--- src/rtl/mem_port_arbiter_if.sv ---
// mem_port_arbiter_if: requester-side (fetch, LSU data) and memory-side
// signals of the shared memory port.
// master: arbiter view (drives acks, read data, memory request bus, err, stall).
// slave : environment view (requesters plus memory model).
interface mem_port_arbiter_if #(
  parameter int AW = 32,
  parameter int DW = 32
);
  // fetch requester
  logic            if_req;
  logic [AW-1:0]   if_addr;
  logic            if_ack;
  logic [DW-1:0]   if_rdata;
  // data requester
  logic            d_req;
  logic            d_we;
  logic [AW-1:0]   d_addr;
  logic [DW-1:0]   d_wdata;
  logic [DW/8-1:0] d_bmask;
  logic            d_ack;
  logic [DW-1:0]   d_rdata;
  // memory side
  logic            mem_req;
  logic            mem_we;
  logic [AW-1:0]   mem_addr;
  logic [DW-1:0]   mem_wdata;
  logic [DW/8-1:0] mem_bmask;
  logic            mem_ready;
  logic [DW-1:0]   mem_rdata;
  // status
  logic            err;
  logic            stall;

  modport master (
    input  if_req, if_addr, d_req, d_we, d_addr, d_wdata, d_bmask,
           mem_ready, mem_rdata,
    output if_ack, if_rdata, d_ack, d_rdata,
           mem_req, mem_we, mem_addr, mem_wdata, mem_bmask, err, stall
  );

  modport slave (
    output if_req, if_addr, d_req, d_we, d_addr, d_wdata, d_bmask,
           mem_ready, mem_rdata,
    input  if_ack, if_rdata, d_ack, d_rdata,
           mem_req, mem_we, mem_addr, mem_wdata, mem_bmask, err, stall
  );
endinterface

--- src/rtl/mem_port_arbiter.sv ---
// mem_port_arbiter: shares one single-port, variable-latency memory between
// the instruction-fetch path and the LSU data path. Data wins over fetch when
// both request in IDLE. Each access runs IDLE -> FETCH/DATA -> RESP, so the
// best case is one access every three cycles.
// Optional feature macro: MEM_PORT_ARBITER_TIMEOUT_EN -- when defined, an
// access that sees no mem_ready for TIMEOUT wait cycles is ended with zero
// read data and an err pulse alongside the ack.
module mem_port_arbiter #(
  parameter int AW      = 32,
  parameter int DW      = 32,
  parameter int TIMEOUT = 255
) (
  input  logic               i_clk,
  input  logic               i_rst,
  mem_port_arbiter_if.master io_bus
);

  localparam int BW = DW / 8;

  // A non-positive TIMEOUT or a data width that is not whole bytes cannot be
  // built into a meaningful port; this empty marker block flags such a setup.
  if ((TIMEOUT < 1) || ((DW % 8) != 0)) begin : g_cfg_invalid
  end

  typedef enum logic [1:0] {
    ST_IDLE  = 2'd0,
    ST_FETCH = 2'd1,
    ST_DATA  = 2'd2,
    ST_RESP  = 2'd3
  } state_t;

  state_t          r_state;
  state_t          w_state_nxt;

  logic            r_mem_req,   w_mem_req_nxt;
  logic            r_mem_we,    w_mem_we_nxt;
  logic [AW-1:0]   r_mem_addr,  w_mem_addr_nxt;
  logic [DW-1:0]   r_mem_wdata, w_mem_wdata_nxt;
  logic [BW-1:0]   r_mem_bmask, w_mem_bmask_nxt;
  logic            r_if_ack,    w_if_ack_nxt;
  logic [DW-1:0]   r_if_rdata,  w_if_rdata_nxt;
  logic            r_d_ack,     w_d_ack_nxt;
  logic [DW-1:0]   r_d_rdata,   w_d_rdata_nxt;

  logic            w_timeout;
  logic            w_done;

`ifdef MEM_PORT_ARBITER_TIMEOUT_EN
  localparam int            CW      = $clog2(TIMEOUT + 1);
  localparam logic [CW-1:0] CNT_MAX = CW'(TIMEOUT);

  logic [CW-1:0] r_cnt, w_cnt_nxt;
  logic          r_err, w_err_nxt;

  // Give up on the memory once the saturated wait count hits TIMEOUT.
  assign w_timeout = (r_cnt == CNT_MAX);

  // Wait counter: counts while an access is in flight, saturates, cleared otherwise.
  always_comb begin
    w_cnt_nxt = r_cnt;
    case (r_state)
      ST_FETCH, ST_DATA: begin
        if (r_cnt != CNT_MAX) begin
          w_cnt_nxt = r_cnt + CW'(1'b1);
        end else begin
          w_cnt_nxt = r_cnt;
        end
      end
      default: w_cnt_nxt = {CW{1'b0}};
    endcase
  end

  // err is raised only when the access ended by timeout; a late ready wins.
  always_comb begin
    w_err_nxt = 1'b0;
    case (r_state)
      ST_FETCH, ST_DATA: begin
        if (w_timeout && !io_bus.mem_ready) begin
          w_err_nxt = 1'b1;
        end else begin
          w_err_nxt = 1'b0;
        end
      end
      default: w_err_nxt = 1'b0;
    endcase
  end

  // Wait counter and err pulse registers.
  always_ff @(posedge i_clk or negedge i_rst) begin
    if (!i_rst) begin
      r_cnt <= {CW{1'b0}};
      r_err <= 1'b0;
    end else begin
      r_cnt <= w_cnt_nxt;
      r_err <= w_err_nxt;
    end
  end

  assign io_bus.err = r_err;
`else
  // Without the timeout the port simply waits for the memory forever.
  assign w_timeout  = 1'b0;
  assign io_bus.err = 1'b0;
`endif

  assign w_done = io_bus.mem_ready | w_timeout;

  // FSM state register.
  always_ff @(posedge i_clk or negedge i_rst) begin
    if (!i_rst) begin
      r_state <= ST_IDLE;
    end else begin
      r_state <= w_state_nxt;
    end
  end

  // Next-state decode: grant in IDLE with data priority, finish on ready/timeout.
  always_comb begin
    w_state_nxt = r_state;
    case (r_state)
      ST_IDLE: begin
        if (io_bus.d_req) begin
          w_state_nxt = ST_DATA;
        end else if (io_bus.if_req) begin
          w_state_nxt = ST_FETCH;
        end else begin
          w_state_nxt = ST_IDLE;
        end
      end
      ST_FETCH, ST_DATA: begin
        if (w_done) begin
          w_state_nxt = ST_RESP;
        end else begin
          w_state_nxt = r_state;
        end
      end
      ST_RESP: w_state_nxt = ST_IDLE;
      default: w_state_nxt = ST_IDLE;
    endcase
  end

  // Output decode: next values for the memory bus, read-data and ack registers.
  always_comb begin
    w_mem_req_nxt   = r_mem_req;
    w_mem_we_nxt    = r_mem_we;
    w_mem_addr_nxt  = r_mem_addr;
    w_mem_wdata_nxt = r_mem_wdata;
    w_mem_bmask_nxt = r_mem_bmask;
    w_if_rdata_nxt  = r_if_rdata;
    w_d_rdata_nxt   = r_d_rdata;
    w_if_ack_nxt    = 1'b0;
    w_d_ack_nxt     = 1'b0;
    case (r_state)
      ST_IDLE: begin
        if (io_bus.d_req) begin
          w_mem_req_nxt   = 1'b1;
          w_mem_we_nxt    = io_bus.d_we;
          w_mem_addr_nxt  = io_bus.d_addr;
          w_mem_wdata_nxt = io_bus.d_wdata;
          w_mem_bmask_nxt = io_bus.d_bmask;
        end else if (io_bus.if_req) begin
          w_mem_req_nxt   = 1'b1;
          w_mem_we_nxt    = 1'b0;
          w_mem_addr_nxt  = io_bus.if_addr;
          w_mem_bmask_nxt = {BW{1'b0}};
        end else begin
          w_mem_req_nxt   = 1'b0;
        end
      end
      ST_FETCH: begin
        if (w_done) begin
          w_mem_req_nxt  = 1'b0;
          w_if_ack_nxt   = 1'b1;
          w_if_rdata_nxt = io_bus.mem_ready ? io_bus.mem_rdata : {DW{1'b0}};
        end else begin
          w_mem_req_nxt  = 1'b1;
        end
      end
      ST_DATA: begin
        if (w_done) begin
          w_mem_req_nxt = 1'b0;
          w_d_ack_nxt   = 1'b1;
          // Stores and timed-out loads return zero.
          w_d_rdata_nxt = (io_bus.mem_ready && !r_mem_we) ? io_bus.mem_rdata
                                                          : {DW{1'b0}};
        end else begin
          w_mem_req_nxt = 1'b1;
        end
      end
      ST_RESP: w_mem_req_nxt = 1'b0;
      default: w_mem_req_nxt = 1'b0;
    endcase
  end

  // Registered outputs toward memory and requesters.
  always_ff @(posedge i_clk or negedge i_rst) begin
    if (!i_rst) begin
      r_mem_req   <= 1'b0;
      r_mem_we    <= 1'b0;
      r_mem_addr  <= {AW{1'b0}};
      r_mem_wdata <= {DW{1'b0}};
      r_mem_bmask <= {BW{1'b0}};
      r_if_ack    <= 1'b0;
      r_if_rdata  <= {DW{1'b0}};
      r_d_ack     <= 1'b0;
      r_d_rdata   <= {DW{1'b0}};
    end else begin
      r_mem_req   <= w_mem_req_nxt;
      r_mem_we    <= w_mem_we_nxt;
      r_mem_addr  <= w_mem_addr_nxt;
      r_mem_wdata <= w_mem_wdata_nxt;
      r_mem_bmask <= w_mem_bmask_nxt;
      r_if_ack    <= w_if_ack_nxt;
      r_if_rdata  <= w_if_rdata_nxt;
      r_d_ack     <= w_d_ack_nxt;
      r_d_rdata   <= w_d_rdata_nxt;
    end
  end

  assign io_bus.mem_req   = r_mem_req;
  assign io_bus.mem_we    = r_mem_we;
  assign io_bus.mem_addr  = r_mem_addr;
  assign io_bus.mem_wdata = r_mem_wdata;
  assign io_bus.mem_bmask = r_mem_bmask;
  assign io_bus.if_ack    = r_if_ack;
  assign io_bus.if_rdata  = r_if_rdata;
  assign io_bus.d_ack     = r_d_ack;
  assign io_bus.d_rdata   = r_d_rdata;

  // The PC must freeze as soon as a request appears, before it is granted.
  assign io_bus.stall = (r_state != ST_IDLE) | io_bus.if_req | io_bus.d_req;

endmodule

--- src/flat_wrapper.sv ---
// flat-port wrapper written by rule: the top's interface ports become plain ports
module mem_port_arbiter_flat 
#(
  parameter int AW      = 32,
  parameter int DW      = 32,
  parameter int TIMEOUT = 255
)
  (i_clk, i_rst, io_bus_if_req, io_bus_if_addr, io_bus_d_req, io_bus_d_we, io_bus_d_addr, io_bus_d_wdata, io_bus_d_bmask, io_bus_mem_ready, io_bus_mem_rdata, io_bus_if_ack, io_bus_if_rdata, io_bus_d_ack, io_bus_d_rdata, io_bus_mem_req, io_bus_mem_we, io_bus_mem_addr, io_bus_mem_wdata, io_bus_mem_bmask, io_bus_err, io_bus_stall);
  mem_port_arbiter_if #(.AW(AW), .DW(DW)) io_bus_i ();
  input  logic i_clk;
  input  logic i_rst;
  input wire logic [$bits(io_bus_i.if_req)-1:0] io_bus_if_req;
  input wire logic [$bits(io_bus_i.if_addr)-1:0] io_bus_if_addr;
  input wire logic [$bits(io_bus_i.d_req)-1:0] io_bus_d_req;
  input wire logic [$bits(io_bus_i.d_we)-1:0] io_bus_d_we;
  input wire logic [$bits(io_bus_i.d_addr)-1:0] io_bus_d_addr;
  input wire logic [$bits(io_bus_i.d_wdata)-1:0] io_bus_d_wdata;
  input wire logic [$bits(io_bus_i.d_bmask)-1:0] io_bus_d_bmask;
  input wire logic [$bits(io_bus_i.mem_ready)-1:0] io_bus_mem_ready;
  input wire logic [$bits(io_bus_i.mem_rdata)-1:0] io_bus_mem_rdata;
  output wire logic [$bits(io_bus_i.if_ack)-1:0] io_bus_if_ack;
  output wire logic [$bits(io_bus_i.if_rdata)-1:0] io_bus_if_rdata;
  output wire logic [$bits(io_bus_i.d_ack)-1:0] io_bus_d_ack;
  output wire logic [$bits(io_bus_i.d_rdata)-1:0] io_bus_d_rdata;
  output wire logic [$bits(io_bus_i.mem_req)-1:0] io_bus_mem_req;
  output wire logic [$bits(io_bus_i.mem_we)-1:0] io_bus_mem_we;
  output wire logic [$bits(io_bus_i.mem_addr)-1:0] io_bus_mem_addr;
  output wire logic [$bits(io_bus_i.mem_wdata)-1:0] io_bus_mem_wdata;
  output wire logic [$bits(io_bus_i.mem_bmask)-1:0] io_bus_mem_bmask;
  output wire logic [$bits(io_bus_i.err)-1:0] io_bus_err;
  output wire logic [$bits(io_bus_i.stall)-1:0] io_bus_stall;
  assign io_bus_i.if_req = io_bus_if_req;
  assign io_bus_i.if_addr = io_bus_if_addr;
  assign io_bus_i.d_req = io_bus_d_req;
  assign io_bus_i.d_we = io_bus_d_we;
  assign io_bus_i.d_addr = io_bus_d_addr;
  assign io_bus_i.d_wdata = io_bus_d_wdata;
  assign io_bus_i.d_bmask = io_bus_d_bmask;
  assign io_bus_i.mem_ready = io_bus_mem_ready;
  assign io_bus_i.mem_rdata = io_bus_mem_rdata;
  assign io_bus_if_ack = io_bus_i.if_ack;
  assign io_bus_if_rdata = io_bus_i.if_rdata;
  assign io_bus_d_ack = io_bus_i.d_ack;
  assign io_bus_d_rdata = io_bus_i.d_rdata;
  assign io_bus_mem_req = io_bus_i.mem_req;
  assign io_bus_mem_we = io_bus_i.mem_we;
  assign io_bus_mem_addr = io_bus_i.mem_addr;
  assign io_bus_mem_wdata = io_bus_i.mem_wdata;
  assign io_bus_mem_bmask = io_bus_i.mem_bmask;
  assign io_bus_err = io_bus_i.err;
  assign io_bus_stall = io_bus_i.stall;
  mem_port_arbiter #(.AW(AW), .DW(DW), .TIMEOUT(TIMEOUT)) u_core (.i_clk(i_clk), .i_rst(i_rst), .io_bus(io_bus_i));
endmodule
--- config.mk ---
export PLATFORM = sky130hd
export DESIGN_NAME = mem_port_arbiter_flat
export DESIGN_NICKNAME = d
export VERILOG_FILES = /design/src/rtl/mem_port_arbiter_if.sv /design/src/rtl/mem_port_arbiter.sv /design/src/flat_wrapper.sv
export SDC_FILE = /design/constraint.sdc
export NUM_CORES = 1
export LEC_CHECK = 0
export CAP_MARGIN = 20
export CORE_UTILIZATION = 37
export DETAILED_ROUTE_END_ITERATION = 10
export PLACE_DENSITY = 0.76
export SYNTH_ARGS = -nofsm -noshare
export SYNTH_HDL_FRONTEND = slang
export SYNTH_SLANG_ARGS = --single-unit
--- constraint.sdc ---
create_clock -name i_clk -period 1.6 [get_ports i_clk]
set_clock_uncertainty 0.2 [all_clocks]
set_input_delay 0.48 -clock i_clk [delete_from_list [all_inputs] [get_ports i_clk]]
set_output_delay 0.48 -clock i_clk [all_outputs]
set_load 0.02 [all_outputs]
Word-level counts from Yosys, hierarchy flattened
Cells that the tools add are included.
Widths: inputs -> output; s select.

word-level totals
  bits in latches = 0
  memory bits (read-only) = 0
  flip-flop bits (word level) = 138
  bits in writable memories = 0
  input port bits = 138
  output and inout bits = 138
  logic and storage cells = 44
  memories = 0

operators by class
  multiply operators = 0
  add/subtract/negate cells = 0
  reduce and logical (&&, ||, !) cells = 10
  bitwise logic cells = 2
  div/mod/pow operators = 0
  shifts and indexed selects = 0
  magnitude comparators = 0
  equal/unequal tests = 4
  muxes and demuxes = 18

operator list
  cell                number
  $mux 32             3
  $mux 1              9
  $mux 4              2
  $reduce_and 2->1    4
  $pmux 2 s3          1
  $eq 2x2->1 const B  2
  $mux 2              2
  $reduce_bool 2->1   2
  $pmux 1 s3          1
  $eq 2x1->1 const B  1
  $logic_not 2->1     1
  $ne 2x1->1 const B  1
  $or 1x1->1          2
  $reduce_or 2->1     1
  $logic_and 1x1->1   1
  $logic_not 1->1     1

Depth between registers and ports, before layout
  depth after elaboration = 3
  mapped depth = 7
  mapped depth without buffers = 4

Worst setup path before layout
No wires, ideal clock.

  kind = in2out
  start point = input port io_bus_if_req
  end point = output port io_bus_stall
  path slack = -0.215 ns
  required time = 0.920 ns
  arrival time = 1.135 ns
  cell stages on the path = 4
  buffers on the path = 2
  path through = clkbuf_1 > clkbuf_1 > nor2_1 > nand2_1

between the ends
  cells in the longest elaborated chain, start to end = 2

RTL lines
  what                      RTL line                 text
  start: declaration        flat_wrapper.sv:12       input wire logic [$bits(io_bus_i.if_req)-1:0] io_bus_if_req;
  $or 1x1->1 (2 in series)  mem_port_arbiter.sv:231  assign io_bus.stall = (r_state != ST_IDLE) | io_bus.if_req | io_bus.d_req;
  end: declaration          flat_wrapper.sv:31       output wire logic [$bits(io_bus_i.stall)-1:0] io_bus_stall;

No other way between the ends.

Worst setup path in the final report
  start point = register u_core.r_state[0]
  end point = output port io_bus_stall

between the ends
  cells in the longest elaborated chain, start to end = 3

RTL lines
  what                      RTL line                 text
  start: declaration        mem_port_arbiter.sv:32   state_t r_state;
  start signal: assignment  mem_port_arbiter.sv:113  r_state <= w_state_nxt;
  $reduce_bool 2->1         mem_port_arbiter.sv:231
  $or 1x1->1 (2 in series)  mem_port_arbiter.sv:231

No other way between the ends.

==> flow_summary.ini <==
[status]
status = complete, but fails checks
violations = negative setup slack

[drt]
totalWireLength_mm = 20.1
wl_per_cell_um = 18.8
dr.pass1.iters = 5
vias = 5159
ant_nets = 0
drc = 0
vias_per_cell = 4.81
dr.first_iter.drc_count = 456

[worst_setup_path]
crit_type = flop to output port
start_kind = flop
cp.required_ns = 0.92
end_kind = output port
slowest_delay_ns = 0.40
slowest_stage = dfrtp_1
crit_arrival_ns = 1.24
cp-startpoint = u_core.r_state[0]
reg2reg_from = u_core.r_state[0]
rrSetupSlack_ns = -0.27
crit_chain = inv_2, ha_4, nand2_2, buf_6
worst-path-max-fanout = 3

[sta]
slew_violations = 0
final_hold_viol_count = 0
report.final.setup_viol = 269
setup_slack_ns = -0.319
fin_crit_ns = 1.92
fin_crit_sh_pct = 120
max_freq_ghz = 0.521
hold_ws_ns = 0.325
grt_setup_unrepaired = true

[logic_synthesis]
synth_ff_type = dfrtp_1
synthArstFlopShare_pct = 100
synth_area_leaders = dfrtp_1, mux2_2, nor2b_1, a222oi_1, inv_1
ys_ff_latch = 138
synthDominantCellAreaShare_pct = 59.1
synth-simple-area-share_pct = 7.66
synth-edff-count = 0
synth_nets = 593
yosysWarnings = 0
ys_types = 21
yosysMostFrequentCell = dfrtp_1
synth_top_family_by_area = multiplexers
muxShareOfSynthArea_pct = 18.5
synthCells = 451
synth.avg_cell_area_um2 = 13.0
synthXorXnorAreaFrac_pct = 0
synth_top_cell_by_area = dfrtp_1
ys_seq_area_share_pct = 59.1
synth_area_um2 = 5850
synth_fa_ha_area_share_pct = 0.856
synth_compound_area_share_pct = 7.02
synthTopCellsByCount = dfrtp_1, mux2_2, inv_1

[die]
dieArea_um2 = 16300
fp.dieW_um = 128
core-area_um2 = 15300
initial_core_util_pct = 38.2
io_pins = 276
row_count = 45
die_y_um = 128

[clock_tree]
cts_tree = done
cts.reportedPaths.clkPinSlew_ns = 0.06
root_buffer = clkbuf_16
cts_max_path_buffers = 2
clkSinkCount = 138
cts_max_level = 4
clock_latency_ns = 0.41
numCtsBuffers = 17

[placed_design]
place.gp.congestion = 0.836
dp.cells = 940
portBuffers = 274
dpl.hpwl_mm = 11.8

[cells_and_area]
final-instance-count-excl-fill = 1073
area_delta_synth_final_pct = 92.6
drive_gt1_share_pct = 47.5
final_util_pct = 73.5
nNetsFinal = 990

[global_routing]
antenna_found_initial = 1
grtUsageTotal_pct = 24.4
grt_start_max_net_pins = 37
grt_pass1_vias = 5559
grt-ovfl-total = 0
grt_pass1_wl_mm = 30.1

[power_and_ir_drop]
ir_drop_mv = 0.999
leakagePower_nw = 5.52
power_density_nw_per_um2 = 2130

[worst_hold_path]
hold_class = input pin to async pin

[flow_run]
max_cap_viol_count = 0
[area by class of cell]
cell class | count | area, um2
flip-flops and latches | 138 | 3450
fillers | 1004 | 4060
clock buffers | 22 | 484
repair buffers | 404 | 4390
multi-input cells | 219 | 2270
clock inverters | 10 | 139
diodes | 1 | 2.50
well taps | 211 | 264
inverters | 68 | 255
[cells by family (layout without fill, tap and decap cells)]
family	count (synthesis)	in the layout
compound gates	43	43
buf+inv	96	504
fa+ha+maj	4	4
other cells	1	2
mux	96	96
flops	138	138
simple gates	73	75
[layer usage]
metal	vias up	global-route usage [%]	share of wire (%)
li1	2330	-	-
met2	250	43.0	52
met3	35	4.17	5.8
met4	0	11.1	2.3
met1	2544	29.2	40
met5	-	0	0
[through the flow]
stage	power [mW]	setup WS, ns	TNS (ns)	instance area [um2]
floorplan	11.1	-0.0654	-2.34	5890
global placement	15.8	-1.03	-82.59	9060
detailed placement	16.1	-1.13	-86.49	9060
CTS	22.7	-0.324	-23.98	10700
global route	25.0	-0.363	-39.68	11300
finish	23.9	-0.319	-28.02	11300
[flip-flops by register name, summed over array words and instances, names as in the netlist]
register / flops
u_core.io_bus.mem_addr: 32
u_core.io_bus.mem_we: 1
u_core.io_bus.if_rdata: 32
u_core.io_bus.mem_bmask: 4
u_core.r_state: 2
u_core.io_bus.mem_req: 1
u_core.io_bus.mem_wdata: 32
u_core.io_bus.if_ack: 1
u_core.io_bus.d_rdata: 32
u_core.io_bus.d_ack: 1
[power by group]
part           switching, mW  internal (mW)
registers               1.32           5.23
logic                   5.49           7.80
clock network           1.50           2.62
[path summary, 6_finish.rpt]
path,cells after the start,end
max in group asynchronous,3,u_core.io_bus.d_rdata[3]
hold / removal,2,u_core.io_bus.mem_wdata[17]
setup reg to reg,8,u_core.io_bus.mem_addr[3]
hold reg to reg,1,u_core.io_bus.mem_wdata[6]
setup / recovery,4,io_bus_stall
min in group i_clk,1,u_core.io_bus.mem_wdata[6]
[cell usage in the layout, fill, tap and decap left out, types with 2 or more instances in the layout]
master,netlist,final
nor2b_1,65,64
and2_4,1,2
nand2_8,0,2
clkbuf_8,0,4
dfrtp_1,138,138
bufinv_16,0,3
inv_1,68,66
a222oi_1,32,32
inv_2,0,2
mux2_2,96,50
mux2_4,0,46
a2bb2oi_1,2,2
clkdlybuf4s50_1,0,133
buf_12,0,15
buf_6,3,153
dlygate4sd2_1,0,3
a22o_1,5,5
nor2b_4,0,2
clkbuf_16,0,19
ha_4,0,3
buf_4,1,86
clkinv_4,0,2
clkinv_2,0,3
buf_16,0,11
[repair_timing]
item,in CTS,in global routing
buffers inserted,42,48
gates resized for setup,870,44
setup endpoints to repair,270,271
hold endpoints to repair,25,0
gates cloned,14,3
hold buffers,1,0
pin swaps,7,4
[worst max-delay path: cells and delay by family (launching register included)]
family,cells,cell delay (ns)
flip-flops,1,0.40
AND/OR/NAND/NOR,1,0.06
buffers and inverters,2,0.22
adder cells (fa/ha/maj),1,0.15
Power figures use the tool's default switching activity.
==> variant 1 (same settings) <==
Add a define of `MEM_PORT_ARBITER_TIMEOUT_EN`.
--- a/src/rtl/mem_port_arbiter.sv
+++ b/src/rtl/mem_port_arbiter.sv
@@ -5,6 +5,8 @@
 // Optional feature macro: MEM_PORT_ARBITER_TIMEOUT_EN -- when defined, an
 // access that sees no mem_ready for TIMEOUT wait cycles is ended with zero
 // read data and an err pulse alongside the ack.
+`define MEM_PORT_ARBITER_TIMEOUT_EN
+
 module mem_port_arbiter #(
   parameter int AW      = 32,
   parameter int DW      = 32,
Function: no difference found for any inputs over 4 cycles, from zero or initial values and one cycle with i_rst low; that may be too few to reach the edited logic, so the function may still have changed.
==> variant 1 against the unedited design <==
The flow still finishes with violations (negative setup slack); setup slack improved by 0.022 ns; wire length up 14%; first-iteration DRC count is 33% lower; count of clock-buffer cells in the layout is 1 lower; design area up 13%; sequential cell count up 9; total power grew 12%; area after synthesis rose by 13%; clock power down 2%; critical path depth rose by 4; register-to-register slack lost 0.03 ns; critical path type is now register to register; highest routed layer unchanged.
==> variant 1: results (changes against the unedited design) <==
antenna violations before repair -> 0 (-1)
post-route setup slack -> -0.297 ns (+0.0219 ns)
leakage -> 5.99 nW (+8.4%)
number of nets at the end of the flow -> 1127 (+14%)
synthesized-area fraction occupied by adder cells -> 0.949% (+0.093 points)
result of the run -> complete, but fails checks
crit end category -> register
violations in the final reports -> negative setup slack
routed vias -> 6287 (+22%)
Worst Path Arrival -> 1.99 ns (+0.75 ns)
sequential fraction of the synthesis area -> 55.8% (-3.3 points)
synthesized area divided by synthesized cell count -> 11.6 sq um (-11%)
Post-Synthesis Cell Area -> 6600 sq um (+13%)
count of filler cells inserted in the layout -> 1095 (+9.1%)
placer congestion estimate -> 0.797 (-4.6%)
pin count of the biggest net entering global routing -> 58 (+57%)
fraction of the mapped netlist area in compound gates -> 20.5% (+13 points)
Setup violations, final -> 270 (+0.37%)
global routing usage summed across all routing layers -> 22.2% (-2.3 points)
number of iterations in the first detailed-routing pass -> 4 (-1)
wire per inst -> 18.7 microns (-0.27%)
origin of the critical flop-to-flop path -> u_core.r_state[1]$_DFFE_PN0P_
HPWL after detailed placement -> 13100 microns (+10%)
share of post-route cells with drive strength above 1 -> 52.8% (+5.3 points)
Starting DRT DRC Count -> 305 (-33%)
dpl ws -> -0.831 ns (+0.299 ns)
largest cells by area after synthesis -> sky130_fd_sc_hd__dfrtp_1 (56%), sky130_fd_sc_hd__a2bb2oi_1 (8.5%), sky130_fd_sc_hd__mux2_2 (5.6%)
distinct cell type count after synthesis -> 40 (+90%)
antenna cell count -> 0 (-1)
number of global-route vias before repair -> 5976 (+7.5%)
count of input and output buffers -> 275 (+0.36%)
routed wire length -> 22900 microns (+14%)
Sum Neg Setup Slack -> -19.36 ns (+8.67 ns)
## variant 1: changes by cell type in the layout (fill, tap and decap cells not counted), moves of 33 or more
| cell | change |
|---|---|
| sky130_fd_sc_hd__mux2i_1 | +33 |
| sky130_fd_sc_hd__o21ai_2 | +43 |
| sky130_fd_sc_hd__mux2_2 | -49 |
| sky130_fd_sc_hd__o21ai_1 | +50 |
| sky130_fd_sc_hd__a2bb2oi_2 | +62 |
| sky130_fd_sc_hd__nor2b_1 | -63 |
## variant 1: cell type report
type,instances,area [sq um],share of cell area (%)
well taps,225,282,2.22
inverters,68,255,2.01
flip-flops and latches,147,3680,29.0
repair buffers,432,4600,36.2
clock inverters,11,125,0.985
multi-input cells,318,3290,25.9
clock buffers,21,470,3.70
## variant 1: power by group
part           internal [mW]  switching [mW]  leakage [nW]
Combinational           9.10            7.06          4.01
Sequential              5.35            1.28          1.69
Clock                   2.43            1.62         0.290
## variant 1: repair_timing
action                                 CTS  global route
setup endpoints to repair              238           277
resized for setup                      912           100
pin swaps                               13            27
cloned                                   7            11
buffers inserted                        46            45
hold buffers                             1             0
endpoints found under the hold margin   49             0
## variant 1: worst max-delay path, delay by kind of cell, from the launching register on
family | cells | cell delay [ns]
buffers and inverters | 5 | 0.53
adder cells (fa/ha/maj) | 1 | 0.14
multiplexers | 1 | 0.30
flip-flops | 1 | 0.38
AND/OR/NAND/NOR | 1 | 0.22
## variant 1: routing by layer
metal | up-vias | GRT usage (%) | share of wire, %
li1 | 2833 | - | -
met1 | 3142 | 26.9 | 39
met2 | 278 | 37.8 | 52
met3 | 34 | 6.92 | 7.1
met4 | 0 | 5.99 | 2.0
met5 | - | 0 | 0
==> variant 2 (same settings) <==
Without the edit above. Encoding of `state_t`: now one-hot (4 bits for 4 states).
--- a/src/rtl/mem_port_arbiter.sv
+++ b/src/rtl/mem_port_arbiter.sv
@@ -22,11 +22,11 @@
   if ((TIMEOUT < 1) || ((DW % 8) != 0)) begin : g_cfg_invalid
   end
 
-  typedef enum logic [1:0] {
-    ST_IDLE  = 2'd0,
-    ST_FETCH = 2'd1,
-    ST_DATA  = 2'd2,
-    ST_RESP  = 2'd3
+  typedef enum logic [3:0] {
+    ST_IDLE  = 4'b0001,
+    ST_FETCH = 4'b0010,
+    ST_DATA  = 4'b0100,
+    ST_RESP  = 4'b1000
   } state_t;
 
   state_t          r_state;
Function: no difference found for any inputs over 4 cycles, from zero or initial values and one cycle with i_rst low; so few cycles prove little.
==> variant 2 against the unedited design <==
The flow still finishes with violations (negative setup slack); design area grew 2.1%; area after synthesis grew 3.2%; critical path depth shrank 1; hold slack lost 0.0095 ns; wire length shrank 4.6%; setup slack lost 0.19 ns; sequential cell count grew 2; core utilization shrank 1.2 points; total power grew 2.2%; sequential share of layout area shrank 0.18 points; critical endpoint unchanged; largest power group unchanged; highest routed layer unchanged.
==> variant 2: results (changes against the unedited design) <==
worst-skew pair later-pin latency -> 0.41 ns (about the same)
capture point of the worst reg-to-reg path -> u_core.io_bus.mem_addr[6]$_DFFE_PN0P_
violations in the final reports -> negative setup slack
CTS Buffer Depth -> 2 (unchanged)
routed vias -> 4773 (-7.5%)
buffer cell driving the clock tree root -> sky130_fd_sc_hd__clkbuf_16
Reg2Reg Setup Slack -> -0.50 ns (-0.23 ns)
Worst Path Arrival -> 1.43 ns (+0.19 ns)
worst min path class -> input port to asynchronous set/reset pin
start point of the critical path -> u_core.r_state[0]$_DFFE_PN1P_
antenna cell count -> 0 (-1)
leakage -> 5.54 nW (+0.30%)
Worst-path clk slew -> 0.06 ns (about the same)
pin count of the biggest net entering global routing -> 37 (unchanged)
share of post-route cells with drive strength above 1 -> 60.0% (+12 points)
CTS HTree Levels -> 4 (unchanged)
Starting DRT DRC Count -> 134 (-71%)
global routing usage summed across all routing layers -> 22.9% (-1.5 points)
fraction of synthesis flops using an asynchronous set or reset pin -> 100% (unchanged)
top cells by instance count after synthesis -> sky130_fd_sc_hd__dfrtp_1 (139), sky130_fd_sc_hd__mux2_2 (129), sky130_fd_sc_hd__nor2b_1 (32)
sequential fraction of the synthesis area -> 58.1% (-0.99 points)
routed wire length -> 19200 microns (-4.6%)
worst hold slack across all endpoints -> 0.316 ns (-0.00947 ns)
count of filler cells inserted in the layout -> 997 (-0.70%)
post-route setup slack -> -0.509 ns (-0.190 ns)
Worst Setup EP -> io_bus_stall
first-pass GRT wire length -> 28800 microns (-4.3%)
placer congestion estimate -> 0.781 (-6.6%)
distinct cell type count after synthesis -> 31 (+48%)
number of global-route vias before repair -> 5334 (-4.0%)
nets in the synthesized netlist -> 524 (-12%)
Largest stage delay, worst path -> 0.53 ns (+0.13 ns)
Inserted Clock Buffers -> 17 (unchanged)
largest fanout of any net on the critical path -> 2 (-1)
highest ir drop seen on vdd -> 1.37 mV (+37%)
Setup violations, final -> 272 (+1.1%)
number of iterations in the first detailed-routing pass -> 4 (-1)
internal power -> 16.3 mW (+3.9%)
number of nets at the end of the flow -> 944 (-4.6%)
Critical-path top delay cell -> sky130_fd_sc_hd__dfstp_2
number of enable-type register cells in the synthesized netlist -> 0 (unchanged)
antenna violations before repair -> 0 (-1)
result of the run -> complete, but fails checks
number of cell instances on the worst register-to-register path -> 6 (-2)
standard cell area after detailed placement -> 9280 sq um (+2.4%)
number of warnings reported in the yosys synthesis log -> 0 (unchanged)
most used flip-flop cell after synthesis -> sky130_fd_sc_hd__dfrtp_1
count of input and output buffers -> 274 (unchanged)
dpl ws -> -0.802 ns (+0.328 ns)
HPWL after detailed placement -> 11700 microns (-1.0%)
largest cells by area after synthesis -> sky130_fd_sc_hd__dfrtp_1 (58%), sky130_fd_sc_hd__mux2_2 (24%), sky130_fd_sc_hd__mux2_4 (7.2%)
## variant 2: cell count changes after synthesis, moves of 8 or more
cell	delta
sky130_fd_sc_hd__a222oi_1	-32
sky130_fd_sc_hd__clkbuf_1	-8
sky130_fd_sc_hd__inv_1	-66
sky130_fd_sc_hd__mux2_2	+33
sky130_fd_sc_hd__mux2_4	+29
sky130_fd_sc_hd__nor2b_1	-33
## variant 2: cell families (layout without fill, tap and decap cells)
logic type / Yosys count / in the layout / synth area share [%]
compound gates: 9 / 9 / 1.16
mux: 160 / 160 / 31.7
flops: 140 / 140 / 58.1
buf+inv: 26 / 459 / 3.19
xor+xnor: 1 / 1 / 0.145
simple gates: 49 / 49 / 5.70
other cells: 1 / 1 / 0.0621
## variant 2: area by class of cell
| cell class | count | area [sq um] | share of cell area [%] |
|---|---|---|---|
| clock buffer | 19 | 433 | 3.77 |
| clock inverter | 13 | 168 | 1.46 |
| inverter | 2 | 10.0 | 0.0871 |
| multi-input combinational | 220 | 2630 | 22.9 |
| sequential | 140 | 3500 | 30.5 |
| tap | 216 | 270 | 2.35 |
| timing repair buffer | 425 | 4480 | 39.0 |
## variant 2: power groups by stage
stage / combinational, mW / clock, mW / sequential (mW)
3_5_place_dp: 10.3 / 0 / 6.24
5_1_grt: 14.5 / 4.22 / 6.78
4_1_cts: 13.2 / 4.05 / 6.56
2_1_floorplan: 3.53 / 0 / 8.19
3_3_place_gp: 10.1 / 0 / 6.15
6_report: 13.9 / 3.98 / 6.62
## variant 2: layer usage
layer	vias up	part of all wire, %	global-route usage, %	wire, microns
li1	2194	-	-	-
met1	2394	39	26.4	7470
met2	168	54	41.2	10400
met3	17	5.7	6.72	1100
met4	0	1.2	6.63	233
met5	-	0	0	0
## variant 2: worst max-delay path, delay by kind of cell, from the launching register on
family,cells,cell delay [ns]
flip-flops,1,0.53
AND/OR/NAND/NOR,2,0.35
buffers and inverters,1,0.13
## variant 2: stage by stage
step	std cells	TNS, ns	util (%)
after floorplan	386	-21.82	-
after global placement	893	-82.46	58.4
after detailed placement	893	-85.10	58.4
after CTS	1000	-58.04	70.7
after global routing	1035	-61.39	72.3
final	1035	-46.82	72.3
## variant 2: what timing repair did
| item | 4_1_cts | 5_1_grt |
|---|---|---|
| gates cloned | 13 | 1 |
| pin swaps | 4 | 5 |
| endpoints found under the hold margin | 21 | 0 |
| setup buffers | 61 | 42 |
| setup endpoints to repair | 272 | 275 |
| gates resized for setup | 918 | 21 |
| hold buffers | 1 | 0 |
